File: src/rtl/sync_fifo_param.sv
// sync_fifo_param: parametrised single-clock FIFO with occupancy count,
// almost-full/almost-empty thresholds, a one-cycle error pulse and sticky
// overflow/underflow status. RD_PRIORITY selects legacy read-priority
// (simultaneous requests perform the read only) or true concurrent read+write.
module sync_fifo_param #(
    parameter int DATA_W      = 8,
    parameter int DEPTH       = 8,
    parameter int AF_LEVEL    = 6,
    parameter int AE_LEVEL    = 2,
    parameter int RD_PRIORITY = 1
) (
    input  logic                       clk,
    input  logic                       rst_n,
    input  logic                       wen,
    input  logic                       ren,
    input  logic [DATA_W-1:0]          din,
    input  logic                       clr_status,
    output logic [DATA_W-1:0]          dout,
    output logic                       error,
    output logic                       full,
    output logic                       empty,
    output logic                       almost_full,
    output logic                       almost_empty,
    output logic [$clog2(DEPTH):0]     count,
    output logic                       ovf,
    output logic                       udf
);

    localparam int PTR_W = $clog2(DEPTH);
    localparam int CNT_W = PTR_W + 1;

    localparam logic [CNT_W-1:0] DEPTH_C  = CNT_W'(DEPTH);
    localparam logic [31:0]      AF_U     = 32'(AF_LEVEL);
    localparam logic [31:0]      AE_U     = 32'(AE_LEVEL);
    localparam logic             LEGACY   = (RD_PRIORITY != 0);

    logic [DATA_W-1:0] mem [DEPTH];
    logic [PTR_W-1:0]  wr_ptr;
    logic [PTR_W-1:0]  rd_ptr;

    logic              wr_req;
    logic              rd_ok;
    logic              wr_ok;
    logic              rd_bad;
    logic              wr_bad;
    logic [CNT_W-1:0]  count_next;

    // Resolve this edge's requests into legal/illegal operations and next count.
    always_comb begin
        // NOTE: every combinational output gets a default first so no path can infer a latch.
        wr_req     = 1'b0;
        rd_ok      = 1'b0;
        wr_ok      = 1'b0;
        rd_bad     = 1'b0;
        wr_bad     = 1'b0;
        count_next = count;

        // In legacy mode a simultaneous write is silently dropped, not an error.
        wr_req = wen && !(LEGACY && ren);
        rd_ok  = ren && (count != '0);
        rd_bad = ren && (count == '0);
        // A full FIFO still accepts a write when a legal read frees the slot on the same edge.
        wr_ok  = wr_req && ((count != DEPTH_C) || rd_ok);
        wr_bad = wr_req && !wr_ok;

        if (wr_ok && !rd_ok) begin
            count_next = count + CNT_W'(1);
        end else if (rd_ok && !wr_ok) begin
            count_next = count - CNT_W'(1);
        end
    end

    // Storage array: written on legal writes only.
    // NOTE: the data array has no reset; only pointers and count define which entries are valid.
    always_ff @(posedge clk) begin
        if (wr_ok) begin
            mem[wr_ptr] <= din;
        end
    end

    // Pointers, registered read data, count, flags and status with synchronous reset.
    always_ff @(posedge clk) begin
        // NOTE: sequential state uses non-blocking assignments so every register samples pre-edge values.
        if (!rst_n) begin
            wr_ptr       <= '0;
            rd_ptr       <= '0;
            dout         <= '0;
            count        <= '0;
            error        <= 1'b0;
            ovf          <= 1'b0;
            udf          <= 1'b0;
            full         <= 1'b0;
            empty        <= 1'b1;
            almost_full  <= (AF_U == 32'd0);
            almost_empty <= 1'b1;
        end else begin
            if (wr_ok) begin
                wr_ptr <= wr_ptr + PTR_W'(1);
            end
            if (rd_ok) begin
                dout   <= mem[rd_ptr];
                rd_ptr <= rd_ptr + PTR_W'(1);
            end
            count        <= count_next;
            error        <= rd_bad || wr_bad;
            // A new illegal event takes precedence over a coincident clear.
            ovf          <= wr_bad || (ovf && !clr_status);
            udf          <= rd_bad || (udf && !clr_status);
            // Flags follow the next count so they always agree with count.
            full         <= (count_next == DEPTH_C);
            empty        <= (count_next == '0);
            almost_full  <= (32'(count_next) >= AF_U);
            almost_empty <= (32'(count_next) <= AE_U);
        end
    end

endmodule

File: config.mk
export PLATFORM = sky130hd
export DESIGN_NAME = sync_fifo_param
export DESIGN_NICKNAME = d
export VERILOG_FILES = /design/src/rtl/sync_fifo_param.sv
export SDC_FILE = /design/constraint.sdc
export NUM_CORES = 1
export LEC_CHECK = 0
export CORE_UTILIZATION = 45
export CTS_CLUSTER_SIZE = 24
export DETAILED_ROUTE_END_ITERATION = 7
export GPL_ROUTABILITY_DRIVEN = 0
export PLACE_DENSITY = 0.67
export SETUP_SLACK_MARGIN = 0.4
export SLEW_MARGIN = 30
export SYNTH_ARGS = -nofsm -noshare
export SYNTH_HDL_FRONTEND = slang
export SYNTH_SLANG_ARGS = --single-unit
File: constraint.sdc
create_clock -name clk -period 2.2 [get_ports clk]
set_input_delay 0.66 -clock clk [delete_from_list [all_inputs] [get_ports clk]]
set_output_delay 0.66 -clock clk [all_outputs]
set_load 0.01 [all_outputs]
; Word-level counts from Yosys, hierarchy flattened
; Memories as Yosys holds them, arrays and structs flattened. A register that Yosys moved wholly into a read port is not among the register bits.
; Cells that the tools add are included.
; Widths: inputs -> output; s select.
[word_totals]
register_bits = 17
latchBits = 0
ram_bits = 64
rom_bits = 0
input_bits = 13
out_inout_bits = 19
word_cells = 44
n_memories = 1
[memory_table]
columns = name, words, width, rd, rd_clocked_by_memory_dff, wr, line
row1 = mem, 8, 8, 1, 1, 1, 37  ; logic [DATA_W-1:0] mem [DEPTH];
[classes]
addsub = 4
n_mul = 0
n_div = 0
magnitude_cmp = 2
eq_ne = 2
shift = 0
mux = 4
bitwise = 0
n_reduce_logical = 21
[op_table]
columns = operator, n
row1 = $logic_and 1x1->1, 9
row2 = $logic_not 4->1, 2
row3 = $mux 4, 2
row4 = $add 3x1->3 const B, 2
row5 = $logic_not 1->1, 5
row6 = $add 4x1->4 const B, 1
row7 = $eq 4x4->1 const B, 1
row8 = $ge 4x3->1 const B, 1
row9 = $le 4x2->1 const B, 1
row10 = $logic_or 1x1->1, 4
row11 = $ne 4x4->1 const B, 1
row12 = $reduce_bool 4->1, 1
row13 = $sub 4x1->4 const B, 1
row14 = $mux 1, 2

; Longest topological paths before layout
; Gate-level depths: netlist of run 1.
[depth]
word_depth = 9
mapped_depth = 8
depth_no_buf = 7

; Worst setup path after synthesis of run 1
; No wires, ideal clock.
[synth_timing]
path_kind = flip-flop to flip-flop
start = register count[0]
end = memory mem[0][0] (enable)
setup_ns = 0.395
t_arrival_ns = 1.937
t_required_ns = 1.805
slack_ns = -0.132
stages_incl_launch_ff = 6
path_buffers = 0
synth_period_minus_slack_ns = 2.332
path_cell_list = dfxtp_1 inv_1 ha_1 nand3b_1 nand2_1 nor4_1
[synth_via]
elab_chain_cells = 6
elab_cells_between_ends = 7
cone_classes = eq/ne (1) / mux (2) / reduce/logical (4)
[synth_lines]
columns = item, line
row1 = from (decl), 24  ; output logic [$clog2(DEPTH):0] count,
row2 = from (signal assigned), 104  ; count <= count_next;
row3 = $reduce_bool 4->1, 60  ; rd_ok = ren && (count != '0);
row4 = $logic_and 1x1->1, 60
row5 = $logic_or 1x1->1 (*), 63  ; wr_ok = wr_req && ((count != DEPTH_C) || rd_ok);
row6 = $logic_and 1x1->1 (*), 63
row7 = $mux 1 (*), 76  ; if (wr_ok) begin
row8 = $mux 1 (not written as such) (*), 77  ; mem[wr_ptr] <= din;
row9 = to (decl), 37
; Every way passes the cells marked *; elsewhere a longest branch is shown, timed or not.

; Worst setup path in the final report of run 1
[layout_timing]
start = register count[0]
end = output port count[0]
; No word-level cell between the ends.

==> impl_metrics.ini, run 1 <==
[outcome]
status = finished, final reports clean

[sta]
final-setup-viol-count = 0
rsz0062_at_grt = yes
skew_ns = 0.00858
tightest_slew_ns = 0.691
period_needed_ns = 1.80
maxSlewHeadroom_pct = 53.8
drv_slew = 0
fin_setup_tns_ns = 0
fmax_ghz = 0.555
finalCritPeriodShare_pct = 81.8
final_hold_viol_count = 0

[logic_synthesis]
synth-main-ff-cell = edfxtp_1
synth_seq_cells = 89
ys_async_sr_fraction_pct = 0
synth_nets = 232
ys_warn_count = 0
netlist_top_cells_area = edfxtp_1 54%, dfxtp_1 14%, mux4_2 10%, mux2i_1 2.8%, a21oi_1 1.8%
synth_common_cells = 64 x edfxtp_1, 25 x dfxtp_1, 16 x mux4_2
synth.most_common_cell = edfxtp_1
synth_area_sq_um = 3540
ys_seq_area_share_pct = 68.5
syn-instance-count = 215
avgSynthCellArea_sq_um = 16.5
synth_edf_count = 64
yosysTopAreaCellShare_pct = 54.3
yosys.area.top_type = edfxtp_1
ys_types = 40

[setup_path]
worstPathRequired_ns = 1.54
r2r_cells = 8
worst_ep_arrival_time_ns = 1.14
rrSetupSlack_ns = 0.44
crit_fanout = 4
critPathKind = flop to output port
r2r-start = count[0]
start_kind = flop
end_kind = output port
r2r_end = full

[global_routing]
grt_pass1_vias = 2040
grt_util_all_layers_pct = 18.6
grt_start_max_net_pins = 23
grt_pass1_wl_mm = 11.0
gr-total-overflow = 0
antenna_found_initial = 0

[clock_network]
cts_tree = yes
cts_made_buffers = 9
htree_levels = 3
clock-sinks = 89
clk_pin_slew_ns = 0.09
cts_hold_buf = 0
clockBufferDepth = 2
clk_latency_ns = 0.35
root_buffer = clkbuf_8

[final_layout]
finalNonFillerCells = 383
drive_gt1_share_pct = 33.5
nets = 296
diodes = 0
area_growth_pct = 29.2

[routing]
ant_nets = 0
wl_per_cell_um = 18.1
route.detailed.drc = 0
vias_per_cell = 5.20
detailroute.via_count = 1993
dr.pass1.iters = 4
drt_iter0_markers = 96
drt-total-wl_mm = 6.93

[min_path]
whs_path_depth = 2
hold_path_class = flop to flop
hold_start = dout[7]
holdPathEnd = dout[7]

[die]
num_io_pins = 32
die_w_um = 90.7
die_h_um = 90.7
core_area_sq_um = 7410
dieArea_sq_um = 8220
rows = 31
start_util_pct = 47.8

[power]
power_mw = 4.66
powerDensity_nw_per_um2 = 1020
vdd_ir_drop_max_v = 0.000512
leakage_nw = 1.61

[run]
max_cap_viol_count = 0

[placed_design]
dp_cells = 359
portBuffers = 31
place_hpwl_mm = 4.45
## sequential cells by signal, summed over array words and instances, names as in the netlist, 3 cells and up
signal and count:
count 4, dout 8, mem 64, rd_ptr 3
wr_ptr 3
## stage by stage
step	hold slack [ns]	area, sq um	setup WS (ns)	utilization [%]
after detailed placement	0.527	4280	-0.157	57.8
after floorplan	0.557	3660	0.286	-
after CTS	0.546	4460	0.219	60.3
after global routing	0.572	4570	0.334	61.7
final	0.541	4570	0.400	61.7
after global placement	0.520	4280	-0.141	57.8
## worst max path at each step
stage             start        end  slack [ns]  cells after the start
3_3_place_gp        ren      empty       -0.14                      7
2_1_floorplan       ren  mem[4][0]        0.29                      6
3_5_place_dp        ren      empty       -0.16                      8
4_1_cts        count[2]   count[2]        0.22                      1
6_report       count[0]   count[0]        0.40                      2
5_1_grt        count[0]      empty        0.33                      8
## power by group
group          internal (mW)  switching, mW
registers               1.99          0.109
logic                  0.816          0.717
clock network          0.449          0.585
total                   3.25           1.41
## cell type report
cell class | instances | area, sq um
clock buffer | 11 | 141
inverter | 2 | 7.51
tap | 99 | 124
fill | 572 | 2840
timing repair buffer | 64 | 618
clock inverter | 5 | 37.5
sequential | 89 | 2440
multi-input combinational | 113 | 1210
## cells by family after synthesis
| logic type | synth area share (%) |
|---|---|
| DFF | 68.5 |
| and+or+nand+nor | 8.20 |
| AOI/OAI and AO/OA | 5.66 |
| muxes | 13.0 |
| buffers and inverters | 2.26 |
| xor gates and xnor gates | 0.990 |
| adders and majority gates | 1.41 |
## layout by cell type, fill, tap and decap left out, drive strengths merged
cell type / count
or2b: 1
nor2b: 6
nand2b: 3
and2: 6
a21boi: 2
o21ai: 8
o41ai: 1
dfxtp: 25
o221ai: 1
ha: 4
and3b: 1
nor3: 5
clkbuf: 11
a2111oi: 1
inv: 4
clkinv: 3
nor2: 3
nor3b: 1
nand4: 1
clkdlybuf4s50: 10
nand2: 13
a211oi: 3
mux4: 16
a21oi: 13
nor4: 2
and2b: 2
nand3b: 2
a21o: 1
mux2i: 10
buf: 33
nand4b: 1
edfxtp: 64
xnor2: 4
dlymetal6s2s: 1
o21a: 2
dlygate4sd2: 20
## critical path, cell delays in order, from the launching register on
cell           delay [ns]
dfxtp_4              0.37
buf_4                0.14
dlygate4sd2_1        0.27
## routing by layer
| metal | GRT usage, % | vias up | wire [um] |
|---|---|---|---|
| met3 | 4.04 | 9 | 278 |
| met4 | 7.66 | 0 | 76 |
| met2 | 30.9 | 52 | 3540 |
| met5 | 0 | - | 0 |
| li1 | - | 959 | - |
| met1 | 23.5 | 973 | 3030 |
## repair_timing
action	in CTS	in global routing
buffers inserted	1	7
setup endpoints to repair	88	27
endpoints found under the hold margin	0	0
gates resized for setup	27	9
pin swaps	2	4
(Power assumes the default switching activity.)
==> inputs of run 2 (changes only) <==
- clock period: 2.2 -> 1.51 ns (I/O delays scaled with it)
==> impl_metrics.ini, run 2 (same netlist as run 1, synthesis figures left out) <==
[outcome]
status = finished, violations left
failed_checks = negative setup slack

[clock_network]
root_buffer = clkbuf_8
cts_tree = yes
cts_made_buffers = 9
clk_latency_ns = 0.34
clockBufferDepth = 2
cts_hold_buf = 0
clk_pin_slew_ns = 0.09
clock-sinks = 89
htree_levels = 3

[placed_design]
portBuffers = 31
place_hpwl_mm = 4.66
dpl_cell_area_sq_um = 4400
dp_slack_ns = -0.641
dp_cells = 382

[die]
dieArea_sq_um = 8220
rows = 31
die_w_um = 90.7
core_area_sq_um = 7410
die_h_um = 90.7
start_util_pct = 47.8
num_io_pins = 32

[global_routing]
grt_util_all_layers_pct = 18.8
grt_pass1_vias = 2198
gr-usage-met1_pct = 25.2
busiest_layer = met2
antenna_found_initial = 0
grt_start_max_net_pins = 16
gr-total-overflow = 0
met3_usage_pct = 3.96
grt_pass1_wl_mm = 11.5
grt_util_met2_pct = 30.3

[sta]
layout_setup_ws_ns = -0.174
fmax_ghz = 0.594
period_needed_ns = 1.68
rsz0062_at_grt = yes
drv_slew = 0
final-setup-viol-count = 72
maxSlewHeadroom_pct = 72.6
tightest_slew_ns = 0.411
skew_ns = 0.00582
fin_setup_tns_ns = -2.95
final_hold_viol_count = 0
finalCritPeriodShare_pct = 112

[final_layout]
final_common_cell = edfxtp_1
largest_reg_flops = 64
finalNonFillerCells = 413
top_register = mem
nets = 326
layout_common_cells = 64 x edfxtp_1, 43 x buf_6, 30 x buf_4
largestRegisters = mem x64, dout x8, count x4
design_area_sq_um = 5020
diodes = 0
drive_gt1_share_pct = 56.4
area_growth_pct = 41.8

[setup_path]
rrSetupSlack_ns = -0.17
r2r_cells = 8
r2r_end = full
worstPathRequired_ns = 1.80
worst_ep_arrival_time_ns = 1.97
start_kind = flop
critPathKind = flop to flop
end_kind = flop
r2r-start = count[1]
crit_fanout = 5

[power]
leakage_nw = 1.77
powerDensity_nw_per_um2 = 1520
vdd_ir_drop_max_v = 0.00103

[routing]
drt_iter0_markers = 71
dr.pass1.iters = 4
ant_nets = 0
vias_per_cell = 5.20
wl_per_cell_um = 17.2
drt-total-wl_mm = 7.09
route.detailed.drc = 0
detailroute.via_count = 2146

[run]
max_cap_viol_count = 0

[min_path]
holdPathEnd = dout[3]
hold_path_class = flop to flop
hold_start = dout[3]
whs_path_depth = 2
-- run 2: changes by cell type in the layout (fill, tap and decap cells not counted), moves of 5 or more --
cell | previous run | this run
buf_6 | 2 | 43
buf_2 | 0 | 5
dlygate4sd2_1 | 20 | 2
o21ai_0 | 8 | 0
dfxtp_2 | 0 | 11
buf_4 | 25 | 30
dfxtp_1 | 21 | 10
buf_12 | 6 | 1
o21ai_2 | 0 | 8
-- run 2: layer usage --
metal | vias to the layer above | part of all wire [%]
met5 | - | 0
met4 | 0 | 0.92
met3 | 6 | 3.1
met2 | 44 | 50
met1 | 1072 | 46
li1 | 1024 | -
-- run 2: worst max path at each step --
stage / slack [ns] / startpoint / depth (start not counted) / to
final: -0.17 / count[1] / 8 / full
after global routing: -0.29 / count[1] / 8 / full
after CTS: -0.17 / count[0] / 8 / full
after detailed placement: -0.64 / wen / 6 / mem[4][2]
after global placement: -0.65 / wen / 6 / mem[0][3]
after floorplan: -0.27 / count[0] / 7 / mem[4][0]
-- run 2: report_power, final --
group	switching (mW)	leakage, nW	internal (mW)
logic	1.29	0.884	1.74
registers	0.178	0.790	2.92
clock network	0.823	0.0964	0.647
total	2.29	1.77	5.31
-- run 2: cell type report --
cell class | count | area [sq um]
Sequential cell | 89 | 2450
Timing Repair Buffer | 94 | 930
Fill cell | 505 | 2390
Clock inverter | 6 | 41.3
Clock buffer | 10 | 138
Multi-Input combinational cell | 113 | 1320
Inverter | 2 | 12.5
Tap cell | 99 | 124
-- run 2: what timing repair did --
action / CTS / global route
pin swaps: 13 / 4
endpoints found under the setup margin: 108 / 108
setup buffers: 5 / 9
cloned: 1 / 0
gates resized for setup: 159 / 29
-- run 2: critical path: stages, from the launching register on --
cell and delay [ns]:
dfxtp_4 0.37, inv_4 0.04, ha_4 0.15, nor3b_4 0.15, nand2b_4 0.16, o41ai_4 0.22, mux2i_1 0.22, buf_4 0.16
and3b_1 0.15
-- run 2: through the flow --
stage                     hold slack, ns  power [mW]  util (%)
final                              0.519        7.60      67.7
after global routing               0.534        7.99      67.7
after CTS                          0.529        7.27      65.3
after detailed placement           0.526        5.37      59.3
after global placement             0.516        5.33      59.3
after floorplan                    0.552        4.35         -
==> inputs of run 3 (changes only) <==
- ABC_AREA: not set -> 1
- PLACE_DENSITY: 0.67 -> not set
- PLACE_DENSITY_LB_ADDON: not set -> 0.05
- clock period: 1.51 -> 1.44 ns (I/O delays scaled with it)
==> impl_metrics.ini, run 3 <==
[clock_network]
clock-sinks = 89
clk_pin_slew_ns = 0.09
htree_levels = 3
clockBufferDepth = 2
clk_latency_ns = 0.35
cts_tree = yes
cts_hold_buf = 0
root_buffer = clkbuf_8
cts_made_buffers = 9

[setup_path]
worstPathRequired_ns = 1.47
r2r_cells = 9
critPathMaxStageDelay_ns = 0.36
r2r-start = count[0]
worst_ep_arrival_time_ns = 1.58
cpMaxStageDelayCell = dfxtp_4
crit_fanout = 8
end_kind = flop
r2r_end = mem[5][0]
rrSetupSlack_ns = -0.10
critPathKind = flop to flop
start_kind = flop
worstPathCellList = inv_4 > ha_4 > inv_4 > nor2_4 > nand2_2 > nand2_4 > nor2_4 > inv_4 > nor2_4

[routing]
dr.pass1.iters = 4
drt_iter0_markers = 179
vias_per_cell = 5.02
wl_per_cell_um = 15.9
detailroute.via_count = 2638
ant_nets = 0
drt-total-wl_mm = 8.36
route.detailed.drc = 0

[placed_design]
dp_cells = 493
portBuffers = 31
place_hpwl_mm = 5.75

[final_layout]
finalNonFillerCells = 525
layout_common_cells = 64 x edfxtp_1, 60 x nor2_1, 35 x buf_4
largest_reg_flops = 64
top_register = mem
largestRegisters = mem x64, dout x8, count x4
area_growth_pct = 36.9
n_fill_cell = 623
fin_util_pct = 64.1
nets = 435
final_common_cell = edfxtp_1
drive_gt1_share_pct = 38.8
diodes = 0

[min_path]
hold_path_class = flop to flop
holdPathEnd = dout[3]
whs_path_depth = 2
hold_start = dout[3]

[die]
start_util_pct = 46.8
die_h_um = 91.9
rows = 32
die_w_um = 91.9
num_io_pins = 32
dieArea_sq_um = 8440
core_area_sq_um = 7770

[sta]
rsz0062_at_grt = yes
layout_setup_ws_ns = -0.102
finalCritPeriodShare_pct = 107
tightest_slew_ns = 0.414
skew_ns = 0.0128
final-setup-viol-count = 78
maxSlewHeadroom_pct = 72.4
period_needed_ns = 1.54
final_hold_viol_count = 0
fin_hold_ws_ns = 0.470
drv_slew = 0
fmax_ghz = 0.648

[global_routing]
grt_start_max_net_pins = 34
grt_util_all_layers_pct = 21.0
grt_pass1_vias = 2496
antenna_found_initial = 0
gr-total-overflow = 0
grt_pass1_wl_mm = 13.1

[logic_synthesis]
avgSynthCellArea_sq_um = 10.5
syn-instance-count = 345
synth_common_cells = 70 x nor2_1, 64 x edfxtp_1, 37 x nand2_1
ys_seq_area_share_pct = 66.6
synth_seq_cells = 89
ys_types = 24
synth_nets = 362
yosys.area.top_type = edfxtp_1
synth-main-ff-cell = edfxtp_1
synth_area_sq_um = 3640
synth.most_common_cell = nor2_1
yosysTopAreaCellShare_pct = 52.9
ys_async_sr_fraction_pct = 0
ys_warn_count = 0
netlist_top_cells_area = edfxtp_1 53%, dfxtp_1 14%, nor2_1 7.2%, o21ai_0 4.7%, nand3_1 3.9%
synth_edf_count = 64

[outcome]
status = finished, violations left
failed_checks = negative setup slack

[power]
powerDensity_nw_per_um2 = 1560
vdd_ir_drop_max_v = 0.000724
leakage_nw = 1.87
power_mw = 7.79

[run]
max_cap_viol_count = 0
-- run 3: cell count changes in the layout (fill, tap and decap cells not counted), sizes merged, moves of 4 or more --
cell / previous run / this run
mux4: 16 / 0
o211ai: 0 / 8
and2: 6 / 0
nor2: 3 / 75
nor3: 5 / 0
nand2: 13 / 46
inv: 3 / 21
nor2b: 6 / 0
nand3: 0 / 29
xnor2: 4 / 0
buf: 82 / 64
o21ai: 8 / 38
a21oi: 13 / 18
mux2i: 10 / 0
-- run 3: where the power goes --
part / internal (mW) / total [mW] / switching, mW / leakage (nW)
sequential: 2.98 / 3.12 / 0.137 / 0.791
clock: 0.806 / 1.68 / 0.871 / 0.0905
combinational: 1.32 / 2.99 / 1.67 / 0.990
-- run 3: worst max path at each step --
stage / startpoint / slack [ns] / endpoint / depth (start not counted)
2_1_floorplan: count[0] / -0.16 / mem[1][0] / 9
3_3_place_gp: ren / -0.62 / mem[1][2] / 6
3_5_place_dp: ren / -0.65 / mem[1][2] / 6
4_1_cts: count[0] / -0.14 / mem[6][2] / 9
5_1_grt: count[1] / -0.21 / empty / 13
6_report: count[0] / -0.10 / mem[5][0] / 9
-- run 3: routing by layer --
layer / wire length, um / vias to the layer above / track usage [%]
li1: - / 1327 / -
met1: 3830 / 1221 / 29.4
met2: 4000 / 80 / 33.0
met3: 409 / 10 / 3.23
met4: 118 / 0 / 8.20
met5: 0 / - / 0
-- run 3: final cells by class --
type / instances / area (sq um) / area share, %
clock buffer: 10 / 128 / 2.56
clock inverter: 6 / 66.3 / 1.33
inverter: 22 / 96.3 / 1.94
multi-input combinational: 220 / 1390 / 27.9
sequential: 89 / 2460 / 49.3
tap: 102 / 128 / 2.56
timing repair buffer: 76 / 716 / 14.4
-- run 3: critical path, delay by kind of cell, from the launching register on --
family | cells | cell delay [ns]
DFF | 1 | 0.36
adders and majority gates | 1 | 0.16
and+or+nand+nor | 5 | 0.53
buffers and inverters | 3 | 0.18
-- run 3: kinds of logic after synthesis --
logic type,count (synthesis),synth area share (%)
XOR/XNOR,1,0.241
adder cells (fa/ha/maj),4,1.38
AND/OR/NAND/NOR,150,18.0
flip-flops,89,66.6
AO/OA/AOI/OAI,65,9.67
buffers and inverters,36,4.09
-- run 3: timing repair --
action	CTS	global route
gates cloned	1	0
gates resized for setup	128	64
pin swaps	10	20
endpoints found under the setup margin	108	124
setup buffers	5	10
-- run 3: per-stage QoR --
step / worst slack, ns / instance area (sq um) / setup TNS, ns
2_1_floorplan: -0.155 / 3750 / -8.36
3_3_place_gp: -0.623 / 4360 / -46.67
3_5_place_dp: -0.649 / 4360 / -49.16
4_1_cts: -0.136 / 4670 / -6.02
5_1_grt: -0.209 / 4980 / -13.53
6_report: -0.102 / 4980 / -5.80
